File: src/rtl/regdst_mux_pipe_if.sv
// Request/result bus of regdst_mux_pipe: packed entries, select, mode and the
// in/out valid-ready handshakes together with the registered result fields.
interface regdst_mux_pipe_if #(
   parameter int unsigned WIDTH     = 32,
   parameter int unsigned N_ENTRIES = 5,
   parameter int unsigned SEL_W     = 3
);
   logic [N_ENTRIES*WIDTH-1:0] entries;
   logic [SEL_W-1:0]           controlSignal;
   logic                       mode;
   logic                       in_valid;
   logic                       in_ready;
   logic [WIDTH-1:0]           out;
   logic                       out_valid;
   logic                       out_ready;
   logic [SEL_W-1:0]           out_idx;
   logic                       sel_err;

   modport master (
      output entries, controlSignal, mode, in_valid, out_ready,
      input  in_ready, out, out_valid, out_idx, sel_err
   );

   modport slave (
      input  entries, controlSignal, mode, in_valid, out_ready,
      output in_ready, out, out_valid, out_idx, sel_err
   );
endinterface

File: src/rtl/regdst_mux_pipe.sv
// Entry selector with a one-deep registered output: direct select or a snapshot
// scan of all entries. Optional macro REGDSTMUX_SELERR_EN flags out-of-range selects.
module regdst_mux_pipe #(
   parameter int unsigned WIDTH     = 32,
   parameter int unsigned N_ENTRIES = 5,
   parameter int unsigned SEL_W     = 3
) (
   input logic              clk,
   input logic              reset,
   regdst_mux_pipe_if.slave bus
);

   typedef enum logic {IDLE, SCAN} state_e;

   state_e           state_q, state_d;
   logic [WIDTH-1:0] snap_q [N_ENTRIES];
   logic [WIDTH-1:0] out_q, out_d;
   logic             out_valid_q, out_valid_d;
   logic [SEL_W-1:0] out_idx_q, out_idx_d;
   logic [SEL_W-1:0] cnt_q, cnt_d;
   logic             sel_err_q, sel_err_d;

   logic             in_ready_c;
   logic             accept_c;
   logic             out_hs_c;
   logic             scan_load_c;
   logic             dir_hit_c;
   logic [WIDTH-1:0] dir_data_c;
   logic [SEL_W-1:0] cnt_nxt_c;
   logic [WIDTH-1:0] scan_data_c;
   logic             scan_last_c;

   assign in_ready_c  = (state_q == IDLE) && (!out_valid_q || bus.out_ready);
   assign accept_c    = bus.in_valid && in_ready_c;
   assign out_hs_c    = out_valid_q && bus.out_ready;
   assign scan_load_c = accept_c && bus.mode;
   assign cnt_nxt_c   = SEL_W'(cnt_q + SEL_W'(1));
   assign scan_last_c = (cnt_q == SEL_W'(N_ENTRIES - 1));

   // Direct-mode mux; dir_hit_c is low for selects beyond the last entry.
   always_comb begin
      dir_hit_c  = 1'b0;
      dir_data_c = bus.entries[WIDTH-1:0];
      for (int unsigned k = 0; k < N_ENTRIES; k++) begin
         if (bus.controlSignal == SEL_W'(k)) begin
            dir_hit_c  = 1'b1;
            dir_data_c = bus.entries[k*WIDTH +: WIDTH];
         end
      end
   end

   always_comb begin
      scan_data_c = snap_q[0];
      for (int unsigned k = 0; k < N_ENTRIES; k++) begin
         if (cnt_nxt_c == SEL_W'(k)) scan_data_c = snap_q[k];
      end
   end

   always_comb begin
      state_d     = state_q;
      out_d       = out_q;
      out_valid_d = out_valid_q;
      out_idx_d   = out_idx_q;
      cnt_d       = cnt_q;
      sel_err_d   = sel_err_q;
      case (state_q)
         IDLE: begin
            if (accept_c) begin
               out_valid_d = 1'b1;
               sel_err_d   = 1'b0;
               if (bus.mode) begin
                  out_d     = bus.entries[WIDTH-1:0];
                  out_idx_d = '0;
                  cnt_d     = '0;
                  state_d   = SCAN;
               end else if (dir_hit_c) begin
                  out_d     = dir_data_c;
                  out_idx_d = bus.controlSignal;
               end else begin
`ifdef REGDSTMUX_SELERR_EN
                  out_d     = '0;
                  out_idx_d = bus.controlSignal;
                  sel_err_d = 1'b1;
`else
                  out_d     = bus.entries[WIDTH-1:0];
                  out_idx_d = '0;
`endif
               end
            end else if (out_hs_c) begin
               out_valid_d = 1'b0;
            end
         end
         SCAN: begin
            // Each consumed result is replaced by the next snapshot entry.
            if (out_hs_c) begin
               if (scan_last_c) begin
                  state_d     = IDLE;
                  cnt_d       = '0;
                  out_valid_d = 1'b0;
               end else begin
                  cnt_d     = cnt_nxt_c;
                  out_d     = scan_data_c;
                  out_idx_d = cnt_nxt_c;
               end
            end
         end
      endcase
   end

   always_ff @(posedge clk) begin
      if (reset) begin
         state_q     <= IDLE;
         out_q       <= '0;
         out_valid_q <= 1'b0;
         out_idx_q   <= '0;
         cnt_q       <= '0;
         sel_err_q   <= 1'b0;
      end else begin
         state_q     <= state_d;
         out_q       <= out_d;
         out_valid_q <= out_valid_d;
         out_idx_q   <= out_idx_d;
         cnt_q       <= cnt_d;
         sel_err_q   <= sel_err_d;
      end
   end

   // Snapshot keeps scan output immune to entry changes while scanning.
   always_ff @(posedge clk) begin
      if (scan_load_c) begin
         for (int unsigned k = 0; k < N_ENTRIES; k++) begin
            snap_q[k] <= bus.entries[k*WIDTH +: WIDTH];
         end
      end
   end

   assign bus.in_ready  = in_ready_c;
   assign bus.out       = out_q;
   assign bus.out_valid = out_valid_q;
   assign bus.out_idx   = out_idx_q;
   assign bus.sel_err   = sel_err_q;

endmodule
File: src/flat_wrapper.sv
// flat-port wrapper written by rule: the top's interface ports become plain ports
module regdst_mux_pipe_flat 
#(
   parameter int unsigned WIDTH     = 32,
   parameter int unsigned N_ENTRIES = 5,
   parameter int unsigned SEL_W     = 3
)
  (clk, reset, bus_entries, bus_controlSignal, bus_mode, bus_in_valid, bus_out_ready, bus_in_ready, bus_out, bus_out_valid, bus_out_idx, bus_sel_err);
  regdst_mux_pipe_if #(.WIDTH(WIDTH), .N_ENTRIES(N_ENTRIES), .SEL_W(SEL_W)) bus_i ();
  input logic clk;
  input logic reset;
  input wire logic [$bits(bus_i.entries)-1:0] bus_entries;
  input wire logic [$bits(bus_i.controlSignal)-1:0] bus_controlSignal;
  input wire logic [$bits(bus_i.mode)-1:0] bus_mode;
  input wire logic [$bits(bus_i.in_valid)-1:0] bus_in_valid;
  input wire logic [$bits(bus_i.out_ready)-1:0] bus_out_ready;
  output wire logic [$bits(bus_i.in_ready)-1:0] bus_in_ready;
  output wire logic [$bits(bus_i.out)-1:0] bus_out;
  output wire logic [$bits(bus_i.out_valid)-1:0] bus_out_valid;
  output wire logic [$bits(bus_i.out_idx)-1:0] bus_out_idx;
  output wire logic [$bits(bus_i.sel_err)-1:0] bus_sel_err;
  assign bus_i.entries = bus_entries;
  assign bus_i.controlSignal = bus_controlSignal;
  assign bus_i.mode = bus_mode;
  assign bus_i.in_valid = bus_in_valid;
  assign bus_i.out_ready = bus_out_ready;
  assign bus_in_ready = bus_i.in_ready;
  assign bus_out = bus_i.out;
  assign bus_out_valid = bus_i.out_valid;
  assign bus_out_idx = bus_i.out_idx;
  assign bus_sel_err = bus_i.sel_err;
  regdst_mux_pipe #(.WIDTH(WIDTH), .N_ENTRIES(N_ENTRIES), .SEL_W(SEL_W)) u_core (.clk(clk), .reset(reset), .bus(bus_i));
endmodule
File: config.mk
export PLATFORM = sky130hd
export DESIGN_NAME = regdst_mux_pipe_flat
export DESIGN_NICKNAME = d
export VERILOG_FILES = /design/src/rtl/regdst_mux_pipe_if.sv /design/src/rtl/regdst_mux_pipe.sv /design/src/flat_wrapper.sv
export SDC_FILE = /design/constraint.sdc
export NUM_CORES = 1
export LEC_CHECK = 0
export ABC_CLOCK_PERIOD_IN_PS = 5040
export BUFFER_PORTS_ARGS = -buffer_cell sky130_fd_sc_hd__buf_2
export CAP_MARGIN = 10
export CORE_UTILIZATION = 40
export CTS_CLUSTER_DIAMETER = 50
export DETAILED_ROUTE_END_ITERATION = 10
export PLACE_DENSITY = 0.66
export REMOVE_ABC_BUFFERS = 1
export SLEW_MARGIN = 20
export SYNTH_ARGS = -nofsm -noshare
export SYNTH_HDL_FRONTEND = slang
export SYNTH_SLANG_ARGS = --single-unit
export TNS_END_PERCENT = 10
File: constraint.sdc
create_clock -name clk -period 5.04 [get_ports clk]
set_clock_uncertainty 0.2 [all_clocks]
set_input_delay 1.26 -clock clk [delete_from_list [all_inputs] [get_ports clk]]
set_output_delay 1.26 -clock clk [all_outputs]
set_load 0.005 [all_outputs]
### After elaboration in Yosys (flattened, before gate mapping)

Memories as Yosys holds them, arrays and structs flattened.
Index checks and enable logic that the tools add are counted.

| operators by class | value |
|---|---|
| add/subtract/negate cells | 1 |
| equality and inequality tests | 15 |
| multiplexer cells | 42 |
| bitwise operators | 1 |
| reduce and logical (&&, ||, !) cells | 10 |

Operators by type and width:

| cell | count |
|---|---|
| 32-bit two-way mux | 13 |
| 32-bit one-hot mux with 2 select lines | 1 |
| 3-bit two-way mux | 9 |
| 1-bit two-way mux | 15 |
| 3-bit by 2-bit == test with 1-bit output (second input constant) | 4 |
| 3-bit one-hot mux with 2 select lines | 2 |
| 3-bit == test (second input constant) | 3 |
| 3-bit AND reduction | 3 |
| 2-bit inequality test (second input constant) | 4 |
| 3-bit by 1-bit == test with 1-bit output (second input constant) | 2 |
| 1-bit logical AND | 4 |
| 1-bit one-hot mux with 2 select lines | 2 |
| 3-bit by 1-bit adder with 3-bit output (second input constant) | 1 |
| 3-bit logical NOT | 1 |
| 3-bit by 1-bit inequality test with 1-bit output (second input constant) | 1 |
| 2-bit by 1-bit inequality test with 1-bit output (second input constant) | 1 |
| 1-bit logical NOT | 1 |
| 1-bit logical OR | 1 |
| 1-bit NOT | 1 |

| word-level totals | value |
|---|---|
| register bits after elaboration | 40 |
| RAM bits | 160 |
| bits of input ports | 168 |
| output and inout bits | 38 |
| word-level logic and storage cells | 75 |
| memories | 1 |

Memories:

| name | depth | width | read ports | clocked after memory_dff | wr ports | line | source |
|---|---|---|---|---|---|---|---|
| u_core.snap_q | 5 | 32 | 5 | 0 | 5 | regdst_mux_pipe.sv:16 | `logic [WIDTH-1:0] snap_q [N_ENTRIES];` |

### Logic depth before layout (Yosys ltp)

Gate-level depths: netlist (run 1).

| depth | value |
|---|---|
| depth in word-level cells | 10 |
| mapped depth | 9 |
| mapped depth without buffers | 7 |

### Worst setup path before layout (run 1)

OpenSTA, ideal clock, no wires.

| path | value |
|---|---|
| path kind | input -> register |
| start point | input bus_in_valid |
| end point | memory u_core.snap_q[0][0], enable pin |
| setup time | 0.513 ns |
| data arrival time | 4.643 ns |
| data required time | 4.327 ns |
| setup slack | -0.316 ns |
| cell stages on the path | 4 |
| path buffers | 0 |
| cell sequence | nand2b_1 nor2_1 nand2_1 inv_1 |

RTL lines:

| item | line | source |
|---|---|---|
| start: declaration | flat_wrapper.sv:15 | `input wire logic [$bits(bus_i.in_valid)-1:0] bus_in_valid;` |
| end: declaration | regdst_mux_pipe.sv:16 |  |

### Worst setup path after layout (run 1)

| path | value |
|---|---|
| start point | input bus_out_ready |
| end point | output bus_in_ready |

| on the way | value |
|---|---|
| longest elaborated chain between the ends | 2 |

Ends and longest elaborated chain:

| item | line | source |
|---|---|---|
| start: declaration | flat_wrapper.sv:16 | `input wire logic [$bits(bus_i.out_ready)-1:0] bus_out_ready;` |
| 1-bit logical OR | regdst_mux_pipe.sv:33 | `assign in_ready_c = (state_q == IDLE) && (!out_valid_q \|\| bus.out_ready);` |
| 1-bit logical AND | regdst_mux_pipe.sv:33 |  |
| end: declaration | flat_wrapper.sv:17 | `output wire logic [$bits(bus_i.in_ready)-1:0] bus_in_ready;` |

No other way between the ends.

==> results.yml, run 1 <==
synthesis:
  ys_types: 48
  ys.flop_type: "edfxtp_1"
  synth-edff-count: 160
  netlist_area_um2: 9334
  synth_largest_area_cell: "edfxtp_1"
  ys_ff_latch: 200
  syn_avg_cell_area_um2: 11.71
  yosys_warnings: 0
  netlist_instances: 797
  synth_common_cells: "160 x edfxtp_1, 123 x nand2_1, 63 x nand3_1, 63 x o21ai_0, 51 x nor2_1"
  async_reset_ff_frac: 0
  synth_top_cell_area_share: 0.5147
  synth_most_common_cell: "edfxtp_1"
  yosys-top-cells-area: "edfxtp_1 51%, dfxtp_1 8.6%, mux4_2 6.5%, nand2_1 4.9%, nand3_1 3.4%"
  seq_area_frac_synth: 0.6005
global_routing:
  antenna_found_initial: 3
  grt_overflow_total: 0
  grt_pass1_vias: 7350
  grt_first_pass_wirelength_mm: 43.01
  track_usage: 0.2420
  grt_max_degree: 66
placed_design:
  dp.cells: 1261
  hpwl_mm: 17.47
  port_buffers: 204
  routabilityCongestion: 0.7996
  place_area_um2: 10570
  place_ws_ps: 1383
floorplan:
  initial_utilization: 0.4098
  num_rows: 55
  core_um2: 22780
  dieArea_um2: 23950
  die_width_um: 154.8
  io_pins: 206
  die_height_um: 154.8
critical_path:
  reg2reg_from: "u_core.cnt_q[1]"
  crit_type: "in -> out"
  worstPathArrival_ps: 1940
  end_kind: "output port"
  startpoint_type: "input pin"
  crit_path_start: "bus_out_ready"
  crit_path_max_fanout: 5
  cp.required_ps: 3580
finish:
  layout.area.seq_um2: 5605
  layout.nets: 1140
  n_fill_cell: 2073
  syn_to_final_growth_pct: 19.84
  multiInputGateArea_um2: 3423
  drive_gt1_frac: 0.2990
  fin_util: 0.4911
  finalNonFillerCells: 1296
  fin_area_um2: 11190
run:
  drv_cap: 0
sta:
  rsz0062_at_grt: "false"
  layout_setup_ws_ps: 1642
  setup_viol: 0
  hold_viol: 0
  fin_crit_ps: 3398
  fin_crit_sh: 0.6743
  maxSlewViolCount: 0
  fmax_ghz: 0.2943
  slew_headroom: 0.2575
  tightest_slew_ps: 1113
min_path:
  min_from: "u_core.bus.out[6]"
  min_path_type: "reg -> reg"
cts:
  clk_path_buf_depth: 2
  cts_root_buffer: "clkbuf_16"
  clk_pin_slew_worst_paths_ps: 70
  cts_tree: "done"
  cts_resized: 0
  post-cts-setup-buffers: 0
  cts_inserted_buffers: 17
  htreeDepth: 4
  clk_latency_ps: 440
  cts.sinks: 200
  ctsHoldBuffers: 0
route:
  avgViaCountPerCell: 5.765
  vias: 7472
  drc: 0
  routed_wl_mm: 28.32
  drt-wirelength-per-cell_um: 21.85
  first_iter_violations: 686
  antenna_left: 0
  drt_pass1_iterations: 7
power:
  vdd_drop_max_v: 0.0002243
  power_density_nw_per_um2: 332.1
  leakage_nw: 4.210
  power.total_w: 0.003715
status:
  status: "finished, final reports clean"
[sequential cells by signal (all words and copies together) (netlist names)]
register,cells
u_core.state_q,1
u_core.bus.out_valid,1
u_core.snap_q,160
u_core.bus.out_idx,3
u_core.cnt_q,3
u_core.bus.out,32
[critical path, stage by stage]
cell and delay, ps:
buf_2 110, nor2b_1 350, nor2_1 70, buf_2 140
[metrics by stage]
stage                     TNS [ps]  hold WS (ps)
final                            0         275.6
after global routing             0         299.5
after CTS                        0         282.5
after detailed placement         0         262.0
after global placement           0         259.7
after floorplan             -50620         273.2
[path summary, 6_finish.rpt]
check	endpoint	slack (ps)	cells after the start
hold / removal	u_core.bus.out[6]	280	2
setup / recovery	bus_in_ready	1640	4
setup reg to reg	u_core.bus.out[7]	1730	8
hold reg to reg	u_core.bus.out[6]	280	2
[power by group]
part | switching (W) | internal (W) | total [W]
registers | 0.0000456 | 0.00188 | 0.00193
logic | 0.000219 | 0.000160 | 0.000379
clock network | 0.000625 | 0.000782 | 0.00141
[layer usage]
metal / share of wire / vias to the layer above / track usage / wire length [µm]
li1: - / 3395 / - / -
met1: 0.43 / 3636 / 0.3282 / 12050
met2: 0.48 / 409 / 0.3904 / 13540
met3: 0.082 / 32 / 0.04623 / 2336
met4: 0.014 / 0 / 0.08109 / 392
met5: 0 / - / 0 / 0
[layout make-up]
type | instances | area share
Antenna cell | 3 | 0.0006711
Clock buffer | 17 | 0.03803
Clock inverter | 15 | 0.01600
Inverter | 12 | 0.004474
Multi-Input combinational cell | 523 | 0.3060
Sequential cell | 200 | 0.5011
Tap cell | 313 | 0.03501
Timing Repair Buffer | 213 | 0.09866
[placed cells by master, fill, tap and decap left out, types with 4 or more instances in the layout]
master	instances
inv_1	9
o21ai_0	63
nor2b_1	5
a211oi_1	30
buf_4	9
mux4_2	27
clkbuf_16	17
nor2_1	49
a311oi_1	4
o21ai_1	5
a22o_1	27
ha_1	4
dfxtp_1	40
a22oi_1	27
nand3_1	63
o22ai_1	34
edfxtp_1	160
mux2i_1	6
buf_2	203
clkinvlp_4	6
nand2_1	123
a21oi_1	13
[kinds of logic (layout without fill, tap and decap cells)]
logic type / Yosys count / count (layout) / synth area share
AOI/OAI and AO/OA: 224 / 224 / 0.1626
adders and majority gates: 5 / 5 / 0.006702
buffers and inverters: 74 / 257 / 0.03700
DFF: 200 / 200 / 0.6005
muxes: 35 / 35 / 0.07399
other: 1 / 4 / 0.0004018
and+or+nand+nor: 258 / 258 / 0.1188
Note: power is estimated with default switching activity, not from simulation.
==> run 2, diff against run 1 <==
Settings changed: ABC_CLOCK_PERIOD_IN_PS 5040 to 3500, PLACE_DENSITY 0.66 to 0.64.
Clock period 5.04 ns to 3.5 ns, I/O delays scaled along.
==> run 2 against run 1 <==
  * Final area up 1.0%
  * Via count down 1.0%
  * Final cell count up 1.3%
  * First-iteration DRC count up 2.2%
  * Total power up 42%
  * Sequential power up 44%
  * Register-to-register slack worse by 870 ps
  * Sequential share of layout area down 0.49 points
  * Die area unchanged
  * Clock-buffer cell count up 4
  * Worst setup slack worse by 780 ps
  * Critical path type is now reg -> reg
  * Highest routed layer is now met5
==> results.yml, run 2 (synthesis results as in run 1) <==
global_routing:
  met2_usage: 0.3900
  gr-usage-met3: 0.04903
  grt_max_degree: 46
  antenna_found_initial: 4
  grt_overflow_total: 0
  grt.busiest_layer: "met2"
  track_usage: 0.2395
  grt_first_pass_wirelength_mm: 42.24
  grt_pass1_vias: 7307
  gr-usage-met1: 0.3179
route:
  antenna_left: 0
  first_iter_violations: 701
  drt_pass1_iterations: 5
  drt-wirelength-per-cell_um: 21.24
  avgViaCountPerCell: 5.631
  routed_wl_mm: 27.89
  drc: 0
  vias: 7394
sta:
  layout_setup_ws_ps: 864.5
  tightest_slew_ps: 864.0
  setup_viol: 0
  hold_viol: 0
  maxSlewViolCount: 0
  slew_headroom: 0.4234
  fmax_ghz: 0.3794
  rsz0062_at_grt: "false"
  fin_crit_sh: 0.7530
  fin_crit_ps: 2636
critical_path:
  cp.required_ps: 3680
  startpoint_type: "register"
  crit_buf_inv: 2
  critPathSlowestCell: "inv_1"
  crit_type: "reg -> reg"
  reg2reg_from: "u_core.cnt_q[0]"
  cpLargestDelayFamily: "buffers and inverters"
  r2r-end: "u_core.bus.out[3]"
  crit_path_max_fanout: 19
  rrSetupSlack_ps: 860
  end_kind: "register"
  worstPathArrival_ps: 2820
  reg2regPathDepth: 8
  crit_chain: "ha_1, ha_2, inv_1, buf_4, nand2_1, a211oi_1, o21ai_0, nand3_1"
  cpPeakStageDelay_ps: 630
cts:
  cts_tree: "done"
  clk_pin_slew_worst_paths_ps: 70
  cts_resized: 0
  htreeDepth: 4
  cts_root_buffer: "clkbuf_16"
  clk_latency_ps: 430
  cts.sinks: 200
  ctsHoldBuffers: 0
  clk_path_buf_depth: 2
  post-cts-setup-buffers: 0
  cts_inserted_buffers: 17
placed_design:
  dp.cells: 1277
  port_buffers: 204
  place_ws_ps: 661.9
  hpwl_mm: 18.48
  routabilityCongestion: 0.8181
floorplan:
  die_width_um: 154.8
  io_pins: 206
  core_um2: 22780
  dieArea_um2: 23950
  initial_utilization: 0.4098
  num_rows: 55
  die_height_um: 154.8
finish:
  layout.area.seq_um2: 5605
  layout.nets: 1156
  final_cell_mix: "203 x buf_2, 160 x edfxtp_1, 123 x nand2_1"
  top_register: "u_core.snap_q"
  final_common_cell: "buf_2"
  fin_util: 0.4960
  largest_reg_flops: 160
  syn_to_final_growth_pct: 21.03
  n_fill_cell: 2070
  finalNonFillerCells: 1313
  drive_gt1_frac: 0.3032
  multiInputGateArea_um2: 3413
status:
  status: "finished, final reports clean"
min_path:
  min_from: "u_core.bus.out[2]"
  min_path_type: "reg -> reg"
  whs_path_depth: 2
  min_to: "u_core.bus.out[2]"
run:
  drv_cap: 0
power:
  vdd_drop_max_v: 0.0003612
  leakage_nw: 4.285
  power_density_nw_per_um2: 467.0
run 2: metrics by stage:
step	hold WS (ps)	area [µm²]	total power (W)	setup TNS, ps
2_1_floorplan	273.2	9034	0.003071	-236020
5_1_grt	301.3	11290	0.005454	0
6_report	276.3	11300	0.005276	0
4_1_cts	279.7	11290	0.005292	0
3_3_place_gp	260.3	10720	0.003382	0
3_5_place_dp	258.3	10720	0.003388	0
run 2: routing by layer:
layer	wire [µm]	vias up	part of all wire
li1	-	3437	-
met1	11220	3521	0.40
met2	13530	389	0.49
met3	2626	45	0.094
met4	500	2	0.018
met5	8	-	0.00029
run 2: cell type report:
type	instances	area share
timing repair buffer	229	0.1116
clock buffer	21	0.03899
multi-input combinational	523	0.3021
antenna	4	0.0008860
clock inverter	11	0.01108
inverter	12	0.004430
tap	313	0.03467
sequential	200	0.4962
run 2: report_power, final:
part | total (W) | internal, W | switching, W
Combinational | 0.000564 | 0.000245 | 0.000319
Sequential | 0.00277 | 0.00271 | 0.0000623
Clock | 0.00194 | 0.00106 | 0.000882
run 2: worst reg2reg max path: cells and delay by family, from the launching register on:
family / cells / cell delay, ps
flops: 1 / 360
simple gates: 2 / 180
compound gates: 2 / 390
fa+ha+maj: 2 / 440
buf+inv: 2 / 1010
run 2: worst max path at each step:
stage	cells after the start	end	slack [ps]	start
2_1_floorplan	4	u_core.snap_q[0][0]	-1470	bus_in_valid
3_3_place_gp	6	u_core.bus.out[31]	710	bus_controlSignal[1]
3_5_place_dp	6	u_core.bus.out[19]	660	bus_controlSignal[1]
4_1_cts	8	u_core.bus.out[3]	840	u_core.cnt_q[0]
5_1_grt	8	u_core.bus.out[3]	730	u_core.cnt_q[0]
6_report	8	u_core.bus.out[3]	860	u_core.cnt_q[0]
